===== config.mk =====
export PLATFORM = sky130hd
export DESIGN_NAME = dram_timing_ctrl
export DESIGN_NICKNAME = d
export VERILOG_FILES = /design/src/rtl/dram_pkg.sv /design/src/rtl/dram_timing_ctrl_refresh_interval_ctr.sv /design/src/rtl/dram_timing_ctrl.sv
export SDC_FILE = /design/constraint.sdc
export NUM_CORES = 1
export LEC_CHECK = 0
export BUFFER_PORTS_ARGS = -buffer_cell sky130_fd_sc_hd__buf_2
export CELL_PAD_IN_SITES_DETAIL_PLACEMENT = 0
export CELL_PAD_IN_SITES_GLOBAL_PLACEMENT = 1
export CORE_ASPECT_RATIO = 0.8
export CORE_MARGIN = 2
export CORE_UTILIZATION = 48
export DETAILED_ROUTE_END_ITERATION = 10
export MAX_ROUTING_LAYER = met4
export PLACE_DENSITY = 0.9
export SLEW_MARGIN = 0
export SYNTH_ARGS = -nofsm -noshare
export SYNTH_HDL_FRONTEND = slang
export SYNTH_SLANG_ARGS = --single-unit

===== constraint.sdc =====
create_clock -name CLK -period 3.6 [get_ports CLK]
set_input_delay 0.72 -clock CLK [delete_from_list [all_inputs] [get_ports CLK]]
set_output_delay 0.72 -clock CLK [all_outputs]
set_load 0.01 [all_outputs]

===== src/rtl/dram_pkg.sv =====
// Shared DRAM command-state type, default JEDEC timing and
// the lookup from a timed command state to its cycle count.
package dram_pkg;

  typedef enum logic [2:0] {
    IDLE,
    INIT,
    ACTIVATE,
    BANK_ACTIVE,
    READ,
    WRITE,
    PRECHARGE,
    REFRESH
  } dram_state_t;

  localparam int unsigned DEF_T_RCD  = 14;
  localparam int unsigned DEF_T_RL   = 22;
  localparam int unsigned DEF_T_WR   = 30;
  localparam int unsigned DEF_T_RP   = 14;
  localparam int unsigned DEF_T_RFC  = 350;
  localparam int unsigned DEF_T_REFI = 7800;

  function automatic logic isTimed(dram_state_t s);
    return s inside {ACTIVATE, READ, WRITE, PRECHARGE, REFRESH};
  endfunction

  function automatic int unsigned stateCycles(
    dram_state_t s,
    int unsigned rcd,
    int unsigned rl,
    int unsigned wr,
    int unsigned rp,
    int unsigned rfc
  );
    case (s)
      ACTIVATE:  return rcd;
      READ:      return rl;
      WRITE:     return wr;
      PRECHARGE: return rp;
      REFRESH:   return rfc;
      default:   return 0;
    endcase
  endfunction

endpackage


===== src/rtl/dram_timing_ctrl_refresh_interval_ctr.sv =====
// Refresh interval counter: raises a sticky refresh request
// every T_REFI cycles once init is done.
module refresh_interval_ctr
  import dram_pkg::*;
#(
  parameter int unsigned T_REFI = DEF_T_REFI,
  parameter int          CNT_W  = $clog2(T_REFI + 1)
) (
  input  logic CLK,
  input  logic RST,
  input  logic initDone,
  input  logic refEntry,
  output logic rfReq
);

  logic [CNT_W-1:0] refCnt;
  logic             wrap;

  assign wrap = refCnt == CNT_W'(T_REFI - 1);

  // The entry cycle itself counts as interval cycle 0
  always_ff @(posedge CLK) begin
    if (RST || !initDone) begin
      refCnt <= '0;
      rfReq  <= 1'b0;
    end else if (refEntry) begin
      refCnt <= CNT_W'(1);
      rfReq  <= 1'b0;
    end else if (wrap) begin
      refCnt <= '0;
      rfReq  <= 1'b1;
    end else begin
      refCnt <= refCnt + CNT_W'(1);
    end
  end

endmodule


===== src/rtl/dram_timing_ctrl.sv =====
// Timing stage beside the DRAM command FSM: counts JEDEC
// delays per command and returns one-cycle done strobes.
module dram_timing_ctrl
  import dram_pkg::*;
#(
  parameter int unsigned T_RCD  = DEF_T_RCD,
  parameter int unsigned T_RL   = DEF_T_RL,
  parameter int unsigned T_WR   = DEF_T_WR,
  parameter int unsigned T_RP   = DEF_T_RP,
  parameter int unsigned T_RFC  = DEF_T_RFC,
  parameter int unsigned T_REFI = DEF_T_REFI,
  parameter int          CNT_W  = $clog2(T_REFI + 1)
) (
  input  logic        CLK,
  input  logic        RST,
  input  dram_state_t cmd_state,
  input  logic        init_done,
  output logic        tACT_done,
  output logic        tRD_done,
  output logic        tWR_done,
  output logic        tPRE_done,
  output logic        tREF_done,
  output logic        rf_req
);

  dram_state_t      prevState;
  logic [CNT_W-1:0] cmdCnt;
  logic [CNT_W-1:0] cntLoad;
  logic [4:0]       doneNext;
  logic [4:0]       doneQ;
  logic             changed;
  logic             entry;
  logic             expire;

  // Counter holds cycles remaining until the done edge
  always_comb begin
    changed  = cmd_state != prevState;
    entry    = changed && isTimed(cmd_state);
    cntLoad  = CNT_W'(stateCycles(cmd_state, T_RCD, T_RL,
                                  T_WR, T_RP, T_RFC) - 1);
    expire   = !changed && cmdCnt == CNT_W'(1);
    doneNext = '0;
    if ((entry && cntLoad == '0) || expire) begin
      case (cmd_state)
        ACTIVATE:  doneNext = 5'b10000;
        READ:      doneNext = 5'b01000;
        WRITE:     doneNext = 5'b00100;
        PRECHARGE: doneNext = 5'b00010;
        REFRESH:   doneNext = 5'b00001;
        default:   doneNext = '0;
      endcase
    end
  end

  always_ff @(posedge CLK) begin
    if (RST) begin
      prevState <= IDLE;
      cmdCnt    <= '0;
      doneQ     <= '0;
    end else begin
      prevState <= cmd_state;
      doneQ     <= doneNext;
      if (entry) begin
        cmdCnt <= cntLoad;
      end else if (changed) begin
        cmdCnt <= '0;
      end else if (cmdCnt != '0) begin
        cmdCnt <= cmdCnt - CNT_W'(1);
      end
    end
  end

  assign {tACT_done, tRD_done, tWR_done,
          tPRE_done, tREF_done} = doneQ;

  refresh_interval_ctr #(
    .T_REFI (T_REFI),
    .CNT_W  (CNT_W)
  ) uRefCtr (
    .CLK      (CLK),
    .RST      (RST),
    .initDone (init_done),
    .refEntry (entry && cmd_state == REFRESH),
    .rfReq    (rf_req)
  );

endmodule

# Yosys cells after proc, flatten, opt, wreduce, memory -nomap -nowiden
# Index checks and enable logic that the tools add are counted.
dict set report op_classes {
  n_reduce_logical 16
  bitwise 1
  n_addsub 3
  muxes 7
  eq_ne 8
}
# operator count
set op_table {}
lappend op_table {{$mux W13} 3}
lappend op_table {{$pmux W9 S4} 1}
lappend op_table {{$sub A13 B1 Y13 const B} 2}
lappend op_table {{$pmux W5 S5} 1}
lappend op_table {{$add A13 B1 Y13 const B} 1}
lappend op_table {{$eq A13 B1 Y1 const B} 1}
lappend op_table {{$eq A13 B13 Y1 const B} 1}
lappend op_table {{$logic_not A13 Y1} 1}
lappend op_table {{$reduce_bool A13 Y1} 1}
lappend op_table {{$eq A3 B3 Y1 const B} 4}
lappend op_table {{$reduce_or A2 Y1} 3}
lappend op_table {{$reduce_bool A5 Y1} 1}
lappend op_table {{$logic_and A1 B1 Y1} 4}
lappend op_table {{$eq A3 B2 Y1 const B} 1}
lappend op_table {{$ne A3 B3 Y1} 1}
lappend op_table {{$reduce_bool A3 Y1} 1}
lappend op_table {{$reduce_or A3 Y1} 1}
lappend op_table {{$logic_not A1 Y1} 2}
lappend op_table {{$logic_or A1 B1 Y1} 2}
lappend op_table {{$mux W1} 2}
lappend op_table {{$not A1 Y1} 1}
dict set report totals {
  reg_bits 35
  inputBits 6
  out_inout_bits 6
  elab_cells 41
}

# Longest topological paths before layout
# Gate-level depths: netlist of the first run.
dict set report depth {
  depth_word 9
  ltp_mapped 6
  ltp_nobuf 6
}

# Modules after synthesis
# A second synthesis of the first run with hierarchy kept.
dict set report hier_totals {
  cells_unflattened 172
  area_unflattened_um2 1617.8
}
# module area_per_inst_um2 instances cells_each seq_area_each_um2
set modules_own_cells {}
lappend modules_own_cells {dram_timing_ctrl 1006.0 1 107 420.4}
lappend modules_own_cells {refresh_interval_ctr 611.8 1 65 280.3}

# Least setup slack after synthesis of the first run
# Ideal clock, no wire load.
dict set report synth_path {
  kind {input to register}
  from {in cmd_state[1]}
  to {reg cmdCnt[7]}
  setup_ns 0.072
  stages 4
  path_buffers 0
  setup_slack_ns 1.795
  required_ns 3.528
  arrival_time_ns 1.734
  path_cell_list {xor2_1 nor4_4 or2b_1 mux2i_1}
}
dict set report synth_via {
  elab_chain_len 5
  word_cells_on_any_way 14
  classes_between {1 x add/sub; 6 x eq/ne; 3 x mux; 4 x reduce/logical}
}
# item line_no
set synth_lines {}
lappend synth_lines {{start, declared} dram_timing_ctrl.sv:16} ;# input dram_state_t cmd_state,
lappend synth_lines {{$eq A3 B2 Y1 or $eq A3 B3 Y1 (tied branches)} {dram_pkg.sv:24, dram_pkg.sv:35}}
lappend synth_lines {{$reduce_or A2 Y1 (no source line)} -}
lappend synth_lines {{$pmux W9 S4} dram_pkg.sv:35} ;# case (s)
lappend synth_lines {{$sub A13 B1 Y13} dram_timing_ctrl.sv:40} ;# T_WR, T_RP, T_RFC) - 1);
lappend synth_lines {{$mux W13} dram_timing_ctrl.sv:63} ;# if (entry) begin
lappend synth_lines {{end signal, assigned} dram_timing_ctrl.sv:64} ;# cmdCnt <= cntLoad;
lappend synth_lines {{end signal, assigned} dram_timing_ctrl.sv:68} ;# cmdCnt <= cmdCnt - CNT_W'(1);
lappend synth_lines {{end, declared} dram_timing_ctrl.sv:27} ;# logic [CNT_W-1:0] cmdCnt;
# Several ways; a longest one is shown, not always the timed one.
# A chain may end at the register's enable or synchronous reset.

# Worst setup path in the final report of the first run
dict set report layout_path {
  from {reg uRefCtr.refCnt[7]}
  to {reg uRefCtr.refCnt[6]}
}
dict set report layout_via {
  elab_chain_len 2
}
# item line_no
set layout_lines {}
lappend layout_lines {{start, declared} dram_timing_ctrl_refresh_interval_ctr.sv:16} ;# logic [CNT_W-1:0] refCnt;
lappend layout_lines {{start signal, assigned} dram_timing_ctrl_refresh_interval_ctr.sv:33} ;# refCnt <= refCnt + CNT_W'(1);
lappend layout_lines {{$eq A13 B13 Y1} dram_timing_ctrl_refresh_interval_ctr.sv:19} ;# assign wrap = refCnt == CNT_W'(T_REFI - 1);
lappend layout_lines {{$reduce_or A3 Y1 (no source line)} -}
# No other way between the ends.

==> impl_metrics.env, run 1 <==
export IMPL_p_int_uw=578
export IMPL_dpl_cell_count=238
export IMPL_synth_simple_area_share_pct=36.3
export IMPL_grt_overflow=0
export IMPL_relSlewSlack_pct=63.1
export IMPL_multi_input_area_um2=956
export IMPL_async_flop_share_pct=0
export IMPL_syn_area_um2=1690
export IMPL_grt_max_degree=15
export IMPL_final_seq_area_um2=701
export IMPL_start_kind="register"
export IMPL_die_w_um=70.3
export IMPL_grt_pass1_wl_mm=5.62
export IMPL_antenna_cells=0
export IMPL_gp_congestion=0.816
export IMPL_tightest_slew_ns=0.549
export IMPL_syn_to_final_growth_pct=10.7
export IMPL_grt_usage_pct=18.3
export IMPL_path_max_fanout=12
export IMPL_cts_sinks=35
export IMPL_synth_compound_area_share_pct=6.14
export IMPL_routed_wl_mm=3.25
export IMPL_cpPeakStageDelay_ns=0.50
export IMPL_p_sw_uw=223
export IMPL_initial_core_util_pct=49.7
export IMPL_drt_pass1_iterations=4
export IMPL_hold_buffers=0
export IMPL_pwr_share_clk_pct=33.8
export IMPL_p_comb_share_pct=15.1
export IMPL_synth_cell_types=44
export IMPL_seqPwrFrac_pct=51.1
export IMPL_crit_path_cell_trace="or3b_1 -> nor4_1 -> or3_1 -> nor2_1"
export IMPL_cp_arrival_ns=2.07
export IMPL_cts_tree="done"
export IMPL_io_pins=12
export IMPL_period_share_pct=53.1
export IMPL_drive_gt1_share_pct=13.7
export IMPL_fmax_mhz=523
export IMPL_die_area_um2=4020
export IMPL_path_buf_inv=0
export IMPL_drv_cap=0
export IMPL_drt_iter0_drc=43
export IMPL_syn_nets=197
export IMPL_cts_resized=0
export IMPL_cts_buffer_depth=2
export IMPL_fillers=324
export IMPL_finalSetupTns_ns=0
export IMPL_swShare_pct=27.8
export IMPL_yosysSeqAreaShare_pct=41.5
export IMPL_critPathRequiredTime_ns=3.75
export IMPL_post_cts_buffers=0
export IMPL_rsz0062_at_grt="false"
export IMPL_synth_top_family_by_area="simple AND/OR/NAND/NOR gates"
export IMPL_post_route_util_pct=55.0
export IMPL_rows=19
export IMPL_syn_instance_count=187
export IMPL_synth_seq_cells=35
export IMPL_yosysTopAreaCellShare_pct=41.5
export IMPL_io_buffers=11
export IMPL_synthMuxAreaShare_pct=2.37
export IMPL_grt_pass1_vias=1301
export IMPL_worst_hold_path_type="register to register"
export IMPL_numCtsBuffers=5
export IMPL_cp_top_family="simple AND/OR/NAND/NOR gates"
export IMPL_synth_fa_ha_area_share_pct=2.96
export IMPL_antenna_found_initial=0
export IMPL_viasPerCell=5.62
export IMPL_nNetsFinal=213
export IMPL_synth_xor_area_share_pct=8.81
export IMPL_min_period_ns=1.91
export IMPL_synth_edf_count=0
export IMPL_synth_avg_cell_area_um2=9.04
export IMPL_htree_levels=2
export IMPL_finalClockSkew_ns=0.00201
export IMPL_wl_per_cell_um=13.2
export IMPL_root_buffer="clkbuf_8"
export IMPL_synth_top_area_cell="dfxtp_1"
export IMPL_end_kind="register"
export IMPL_finalPower_uw=800
export IMPL_core_area_um2=3400
export IMPL_dp_hpwl_mm=2.47
export IMPL_yosysWarnings=0
export IMPL_drc=0
export IMPL_ir_drop_mv=0.285
export IMPL_final_common_cell="dfxtp_1"
export IMPL_die_height_um=57.1
export IMPL_synthTopCellsByArea="dfxtp_1 41%, nor2_1 6.0%, xor2_1 5.2%, xnor2_1 3.6%, nand2_1 3.3%"
export IMPL_final_cells=246
export IMPL_hold_viol=0
export IMPL_status="complete, no violations"
export IMPL_antenna_left=0
export IMPL_vias=1382
export IMPL_worstSetupPathType="register to register"
export IMPL_crit_slowest_cell="nor4_1"
export IMPL_leakage_nw=0.695
export IMPL_power_density_nw_per_um2=428
export IMPL_synth_ff_type="dfxtp_1"
export IMPL_setup_viol=0
export IMPL_layout_common_cells="35 x dfxtp_1, 27 x nor2_1, 15 x nand2_1"
export IMPL_path_clk_slew_ns=0.07
export IMPL_slew_violations=0
export IMPL_clk_latency_ns=0.28
[layer usage]
layer | wire, um | GRT usage (%) | vias to the layer above
met3 | 102 | 4.77 | 8
met4 | 45 | 5.77 | 0
met1 | 1510 | 21.8 | 657
met5 | 0 | - | -
li1 | - | - | 700
met2 | 1590 | 30.7 | 17
[state kept, by name, indices dropped and copies added (netlist names)]
name	count
prevState	3
uRefCtr.rfReq	1
doneQ	5
uRefCtr.refCnt	13
cmdCnt	13
[final timing paths]
| path | cells past startpoint | slack (ns) | end | from |
|---|---|---|---|---|
| min reg2reg | 2 | 0.50 | cmdCnt[11]$_SDFFE_PP0P_ | cmdCnt[11]$_SDFFE_PP0P_ |
| max | 4 | 1.69 | uRefCtr.refCnt[6]$_SDFF_PP0_ | uRefCtr.refCnt[7]$_SDFF_PP0_ |
| min | 2 | 0.50 | cmdCnt[11]$_SDFFE_PP0P_ | cmdCnt[11]$_SDFFE_PP0P_ |
| max reg2reg | 4 | 1.69 | uRefCtr.refCnt[6]$_SDFF_PP0_ | uRefCtr.refCnt[7]$_SDFF_PP0_ |
[worst min-delay path, stage by stage, from the launching register on]
cell and delay (ns):
dfxtp_1 0.33, nand2_1 0.06, mux2i_1 0.06
[metrics by stage]
| step | setup WS [ns] | cell area [um2] | hold slack [ns] |
|---|---|---|---|
| finish | 1.69 | 1870 | 0.497 |
| global route | 1.58 | 1870 | 0.524 |
| CTS | 1.70 | 1870 | 0.497 |
| detailed placement | 1.44 | 1790 | 0.486 |
| global placement | 1.53 | 1790 | 0.479 |
| floorplan | 1.79 | 1690 | 0.456 |
[layout make-up]
cell class | count | area share, %
inverters | 6 | 1.20
repair buffers | 11 | 2.94
flip-flops and latches | 35 | 37.5
well taps | 42 | 2.81
clock buffers | 5 | 3.68
clock inverters | 3 | 0.803
multi-input cells | 144 | 51.1
[cell usage after synthesis, types with 3 or more instances]
master    number
a21oi_1        3
dfxtp_1       35
ha_1           4
inv_1          6
mux2i_1        4
nand2_1       15
nand2b_1       4
nand3_1        8
nand4_1        5
nor2_1        27
nor2b_1        4
nor3_1        11
nor4_1         4
o21ai_0        3
xnor2_1        7
xor2_1        10
[power by group through the flow]
stage	Clock (mW)	Combinational (mW)	Sequential, mW
6_report	0.270	0.121	0.409
5_1_grt	0.291	0.137	0.411
4_1_cts	0.278	0.122	0.409
3_5_place_dp	0	0.121	0.418
3_3_place_gp	0	0.120	0.417
2_1_floorplan	0	0.0967	0.415
[cells by family after synthesis]
kind of cell | Yosys count
and+or+nand+nor | 104
DFF | 35
xor gates and xnor gates | 17
AOI/OAI and AO/OA | 15
buffers and inverters | 8
muxes | 4
adders and majority gates | 4
(Power assumes the default switching activity.)
==> inputs of run 2 (changes only) <==
--- a/config.mk
+++ b/config.mk
@@ -10,10 +10,10 @@
 export CELL_PAD_IN_SITES_GLOBAL_PLACEMENT = 1
 export CORE_ASPECT_RATIO = 0.8
 export CORE_MARGIN = 2
-export CORE_UTILIZATION = 48
+export CORE_UTILIZATION = 41
 export DETAILED_ROUTE_END_ITERATION = 10
 export MAX_ROUTING_LAYER = met4
-export PLACE_DENSITY = 0.9
+export PLACE_DENSITY = 0.82
 export SLEW_MARGIN = 0
 export SYNTH_ARGS = -nofsm -noshare
 export SYNTH_HDL_FRONTEND = slang
==> constraint.sdc (replaced) <==
create_clock -name CLK -period 1.55 [get_ports CLK]
set_input_delay 0.31 -clock CLK [delete_from_list [all_inputs] [get_ports CLK]]
set_output_delay 0.31 -clock CLK [all_outputs]
set_load 0.01 [all_outputs]
==> impl_metrics.env, run 2 (same netlist as run 1, synthesis figures left out) <==
export IMPL_status="finished, violations left"
export IMPL_violations="setup timing"
export IMPL_grt_overflow=0
export IMPL_hold_buffers=0
export IMPL_hold_viol=0
export IMPL_tightest_slew_ns=0.450
export IMPL_viasPerCell=5.28
export IMPL_critPathRequiredTime_ns=1.73
export IMPL_dpl_cell_count=269
export IMPL_hold_slack_ns=0.240
export IMPL_gp_congestion=0.793
export IMPL_grt_pass1_wl_mm=5.98
export IMPL_root_buffer="clkbuf_8"
export IMPL_nNetsFinal=234
export IMPL_grt_usage_pct=17.9
export IMPL_dp_hpwl_mm=2.60
export IMPL_reg_top3="cmdCnt (13), uRefCtr.refCnt (13), doneQ (5)"
export IMPL_fmax_mhz=640
export IMPL_numCtsBuffers=5
export IMPL_path_max_fanout=4
export IMPL_htree_levels=2
export IMPL_syn_to_final_growth_pct=29.2
export IMPL_grt_max_degree=13
export IMPL_worst_hold_path_type="primary input to register"
export IMPL_slew_violations=0
export IMPL_post_route_util_pct=56.3
export IMPL_die_area_um2=4660
export IMPL_antenna_found_initial=0
export IMPL_final_cells=280
export IMPL_post_dp_cell_area_um2=1980
export IMPL_drv_cap=0
export IMPL_cts_sinks=35
export IMPL_min_period_ns=1.56
export IMPL_drc=0
export IMPL_io_buffers=11
export IMPL_die_w_um=75.8
export IMPL_power_density_nw_per_um2=946
export IMPL_antenna_cells=0
export IMPL_finalClockSkew_ns=0.00670
export IMPL_leakage_nw=0.830
export IMPL_ir_drop_mv=0.631
export IMPL_final_common_cell="dfxtp_1"
export IMPL_end_kind="register"
export IMPL_drive_gt1_share_pct=32.9
export IMPL_io_pins=12
export IMPL_initial_core_util_pct=43.6
export IMPL_drt_pass1_iterations=4
export IMPL_drt_iter0_drc=73
export IMPL_finalWorstSetupSlack_ns=-0.0135
export IMPL_start_kind="register"
export IMPL_setup_viol=2
export IMPL_cts_tree="done"
export IMPL_layout_common_cells="30 x dfxtp_1, 23 x nor2_1, 19 x buf_4"
export IMPL_grt_pass1_vias=1338
export IMPL_relSlewSlack_pct=69.9
export IMPL_die_height_um=61.4
export IMPL_vias=1478
export IMPL_clk_latency_ns=0.29
export IMPL_worstSetupPathType="register to register"
export IMPL_antenna_left=0
export IMPL_rows=20
export IMPL_period_share_pct=101
export IMPL_finalPower_mw=2.07
export IMPL_cp_arrival_ns=1.75
export IMPL_routed_wl_mm=3.75
export IMPL_fin_area_um2=2180
export IMPL_wl_per_cell_um=13.4
export IMPL_rsz0062_at_grt="true"
export IMPL_cts_buffer_depth=2
export IMPL_core_area_um2=3880
export IMPL_path_clk_slew_ns=0.08
run 2: changes by cell type in the layout (fill, tap and decap cells not counted), moves of 3 or more:
cell	delta
nor2_1	-4
nor3_1	-3
buf_4	+19
dfxtp_2	+4
nor3_2	+3
dfxtp_1	-5
nor2_2	+3
clkinv_2	-3
run 2: path summary, 6_finish.rpt:
| check | startpoint | slack (ns) | endpoint | cells past startpoint |
|---|---|---|---|---|
| worst min register to register | cmdCnt[11]$_SDFFE_PP0P_ | 0.49 | cmdCnt[11]$_SDFFE_PP0P_ | 2 |
| worst max-delay path | cmdCnt[0]$_SDFFE_PP0P_ | -0.01 | cmdCnt[6]$_SDFFE_PP0P_ | 6 |
| worst min-delay path | cmd_state[1] | 0.24 | doneQ[3]$_SDFF_PP0_ | 2 |
| worst max register to register | cmdCnt[0]$_SDFFE_PP0P_ | -0.01 | cmdCnt[6]$_SDFFE_PP0P_ | 6 |
run 2: cell type report:
cell class,count,area (um2)
Fill cell,338,1690
Multi-Input combinational cell,144,1060
Sequential cell,35,709
Timing Repair Buffer,32,220
Clock buffer,6,82.6
Tap cell,55,68.8
Inverter,6,27.5
Clock inverter,2,16.3
run 2: routing by layer:
metal  part of all wire, %  vias up  GRT usage (%)
li1                      -      740              -
met3                   3.6        3           3.93
met1                    51      705           24.4
met5                     0        -              -
met2                    45       30           25.6
met4                   1.2        0           7.52
run 2: what timing repair did:
action                     4_1_cts  5_1_grt
buffers inserted                 2        1
setup endpoints to repair       17       20
resized for setup               11       11
cloned                           0        0
pin swaps                        7        2
hold endpoints to repair         0        0
run 2: worst max-delay path, stage by stage (launching register included):
cell and delay (ns):
dfxtp_4 0.36, inv_4 0.07, ha_4 0.12, or4b_4 0.51, o21a_1 0.19, o21ai_1 0.12, a211oi_1 0.08
run 2: where the power goes:
part / switching (mW) / internal (mW)
registers: 0.0297 / 0.924
logic: 0.208 / 0.185
clock network: 0.358 / 0.363
total: 0.595 / 1.47
run 2: stage by stage:
stage / setup TNS (ns) / setup WS [ns]
floorplan: 0 / 0.00469
global placement: -0.0979 / -0.0543
detailed placement: -0.252 / -0.0420
CTS: -0.0184 / -0.0184
global route: -0.270 / -0.0973
finish: -0.0226 / -0.0135
==> inputs of run 3 (changes only) <==
--- a/config.mk
+++ b/config.mk
@@ -8,7 +8,7 @@
 export BUFFER_PORTS_ARGS = -buffer_cell sky130_fd_sc_hd__buf_2
 export CELL_PAD_IN_SITES_DETAIL_PLACEMENT = 0
 export CELL_PAD_IN_SITES_GLOBAL_PLACEMENT = 1
-export CORE_ASPECT_RATIO = 0.8
+export CORE_ASPECT_RATIO = 2
 export CORE_MARGIN = 2
 export CORE_UTILIZATION = 41
 export DETAILED_ROUTE_END_ITERATION = 10
==> impl_metrics.env, run 3 (same netlist as run 1, synthesis figures left out) <==
export IMPL_multi_input_area_um2=1080
export IMPL_drive_gt1_share_pct=36.1
export IMPL_cts_buffer_depth=2
export IMPL_post_route_util_pct=57.2
export IMPL_drt_iter0_drc=14
export IMPL_core_area_um2=4050
export IMPL_grt_pass1_vias=1695
export IMPL_min_period_ns=1.59
export IMPL_pwr_share_clk_pct=38.7
export IMPL_root_buffer="clkbuf_8"
export IMPL_grt_max_degree=13
export IMPL_syn_to_final_growth_pct=36.9
export IMPL_drt_pass1_iterations=4
export IMPL_antenna_found_initial=0
export IMPL_status="finished, violations left"
export IMPL_drc=0
export IMPL_dp_hpwl_mm=3.27
export IMPL_final_common_cell="buf_4"
export IMPL_cts_sinks=35
export IMPL_cp_arrival_ns=1.76
export IMPL_period_share_pct=102
export IMPL_relSlewSlack_pct=67.4
export IMPL_io_pins=12
export IMPL_viasPerCell=5.31
export IMPL_grt_overflow=0
export IMPL_fmax_mhz=631
export IMPL_final_seq_area_um2=709
export IMPL_vias=1541
export IMPL_grt_pass1_wl_mm=7.35
export IMPL_swShare_pct=26.4
export IMPL_io_buffers=11
export IMPL_wl_per_cell_um=14.7
export IMPL_antenna_left=0
export IMPL_path_clk_slew_ns=0.08
export IMPL_die_w_um=49.4
export IMPL_fillers=406
export IMPL_die_height_um=94.8
export IMPL_initial_core_util_pct=41.8
export IMPL_htree_levels=2
export IMPL_hold_buffers=0
export IMPL_rows=33
export IMPL_start_kind="register"
export IMPL_power_density_nw_per_um2=961
export IMPL_finalClockSkew_ns=0.00544
export IMPL_antenna_cells=0
export IMPL_grt_usage_pct=21.3
export IMPL_leakage_nw=0.913
export IMPL_worstSetupPathType="register to register"
export IMPL_finalSetupTns_ns=-0.0355
export IMPL_violations="setup timing"
export IMPL_p_sw_uw=587
export IMPL_end_kind="register"
export IMPL_seqPwrFrac_pct=43.0
export IMPL_routed_wl_mm=4.26
export IMPL_ir_drop_mv=0.681
export IMPL_reg_top3="cmdCnt (13), uRefCtr.refCnt (13), doneQ (5)"
export IMPL_critPathRequiredTime_ns=1.72
export IMPL_finalWorstSetupSlack_ns=-0.0355
export IMPL_p_int_mw=1.64
export IMPL_gp_congestion=0.833
export IMPL_die_area_um2=4680
export IMPL_min_from="init_done"
export IMPL_r2r_start="cmdCnt[0]$_SDFFE_PP0P_"
export IMPL_worst_hold_path_type="primary input to register"
export IMPL_hold_viol=0
export IMPL_rsz0062_at_grt="true"
export IMPL_post_dp_cell_area_um2=2090
export IMPL_fin_area_um2=2310
export IMPL_slew_violations=0
export IMPL_nNetsFinal=247
export IMPL_setup_viol=1
export IMPL_drv_cap=0
export IMPL_path_max_fanout=4
export IMPL_clk_latency_ns=0.29
export IMPL_layout_common_cells="32 x buf_4, 30 x dfxtp_1, 24 x nor2_1"
export IMPL_critPathLaunch="cmdCnt[0]$_SDFFE_PP0P_"
export IMPL_p_comb_share_pct=18.4
export IMPL_cts_tree="done"
export IMPL_tightest_slew_ns=0.487
export IMPL_numCtsBuffers=5
## run 3: worst max-delay path: stages (launching register included)
cell and delay [ns]:
dfxtp_4 0.35, inv_4 0.07, ha_4 0.13, or4b_4 0.51
o21a_1 0.21, o21ai_1 0.12, a211oi_1 0.08
## run 3: worst paths after layout
kind / to / cells past startpoint / slack, ns
setup / recovery: cmdCnt[6]$_SDFFE_PP0P_ / 6 / -0.04
hold / removal: uRefCtr.refCnt[0]$_SDFF_PP0_ / 3 / 0.31
setup reg to reg: cmdCnt[6]$_SDFFE_PP0P_ / 6 / -0.04
hold reg to reg: cmdCnt[11]$_SDFFE_PP0P_ / 2 / 0.49
## run 3: layout make-up
cell class	instances	area share, %
flip-flops and latches	35	30.6
well taps	52	2.81
repair buffers	44	13.6
multi-input cells	145	46.6
clock inverters	2	1.51
clock buffers	6	3.57
inverters	6	1.19
## run 3: layer usage
layer | track usage (%) | share of wire, %
met5 | - | 0
met4 | 12.7 | 3.1
met3 | 3.96 | 2.2
met2 | 42.1 | 61
met1 | 17.6 | 34
## run 3: what timing repair did
item	in CTS	in global routing
endpoints found under the hold margin	0	0
resized for setup	8	14
pin swaps	1	8
setup endpoints to repair	19	24
gates cloned	0	1
buffers inserted	0	1
## run 3: power groups by stage
stage / Clock, mW / Combinational (mW) / Sequential (mW)
after floorplan: 0 / 0.244 / 0.968
after global placement: 0 / 0.363 / 0.970
after detailed placement: 0 / 0.365 / 0.970
after CTS: 0.879 / 0.374 / 0.951
after global routing: 0.906 / 0.456 / 0.957
final: 0.861 / 0.408 / 0.955
## run 3: stage by stage
| step | total power, mW | hold WS [ns] | worst slack (ns) | instances |
|---|---|---|---|---|
| after floorplan | 1.21 | 0.380 | 0.00469 | 187 |
| after global placement | 1.33 | 0.470 | -0.152 | 280 |
| after detailed placement | 1.34 | 0.487 | -0.136 | 280 |
| after CTS | 2.20 | 0.316 | -0.0277 | 288 |
| after global routing | 2.32 | 0.343 | -0.0773 | 290 |
| final | 2.22 | 0.310 | -0.0355 | 290 |
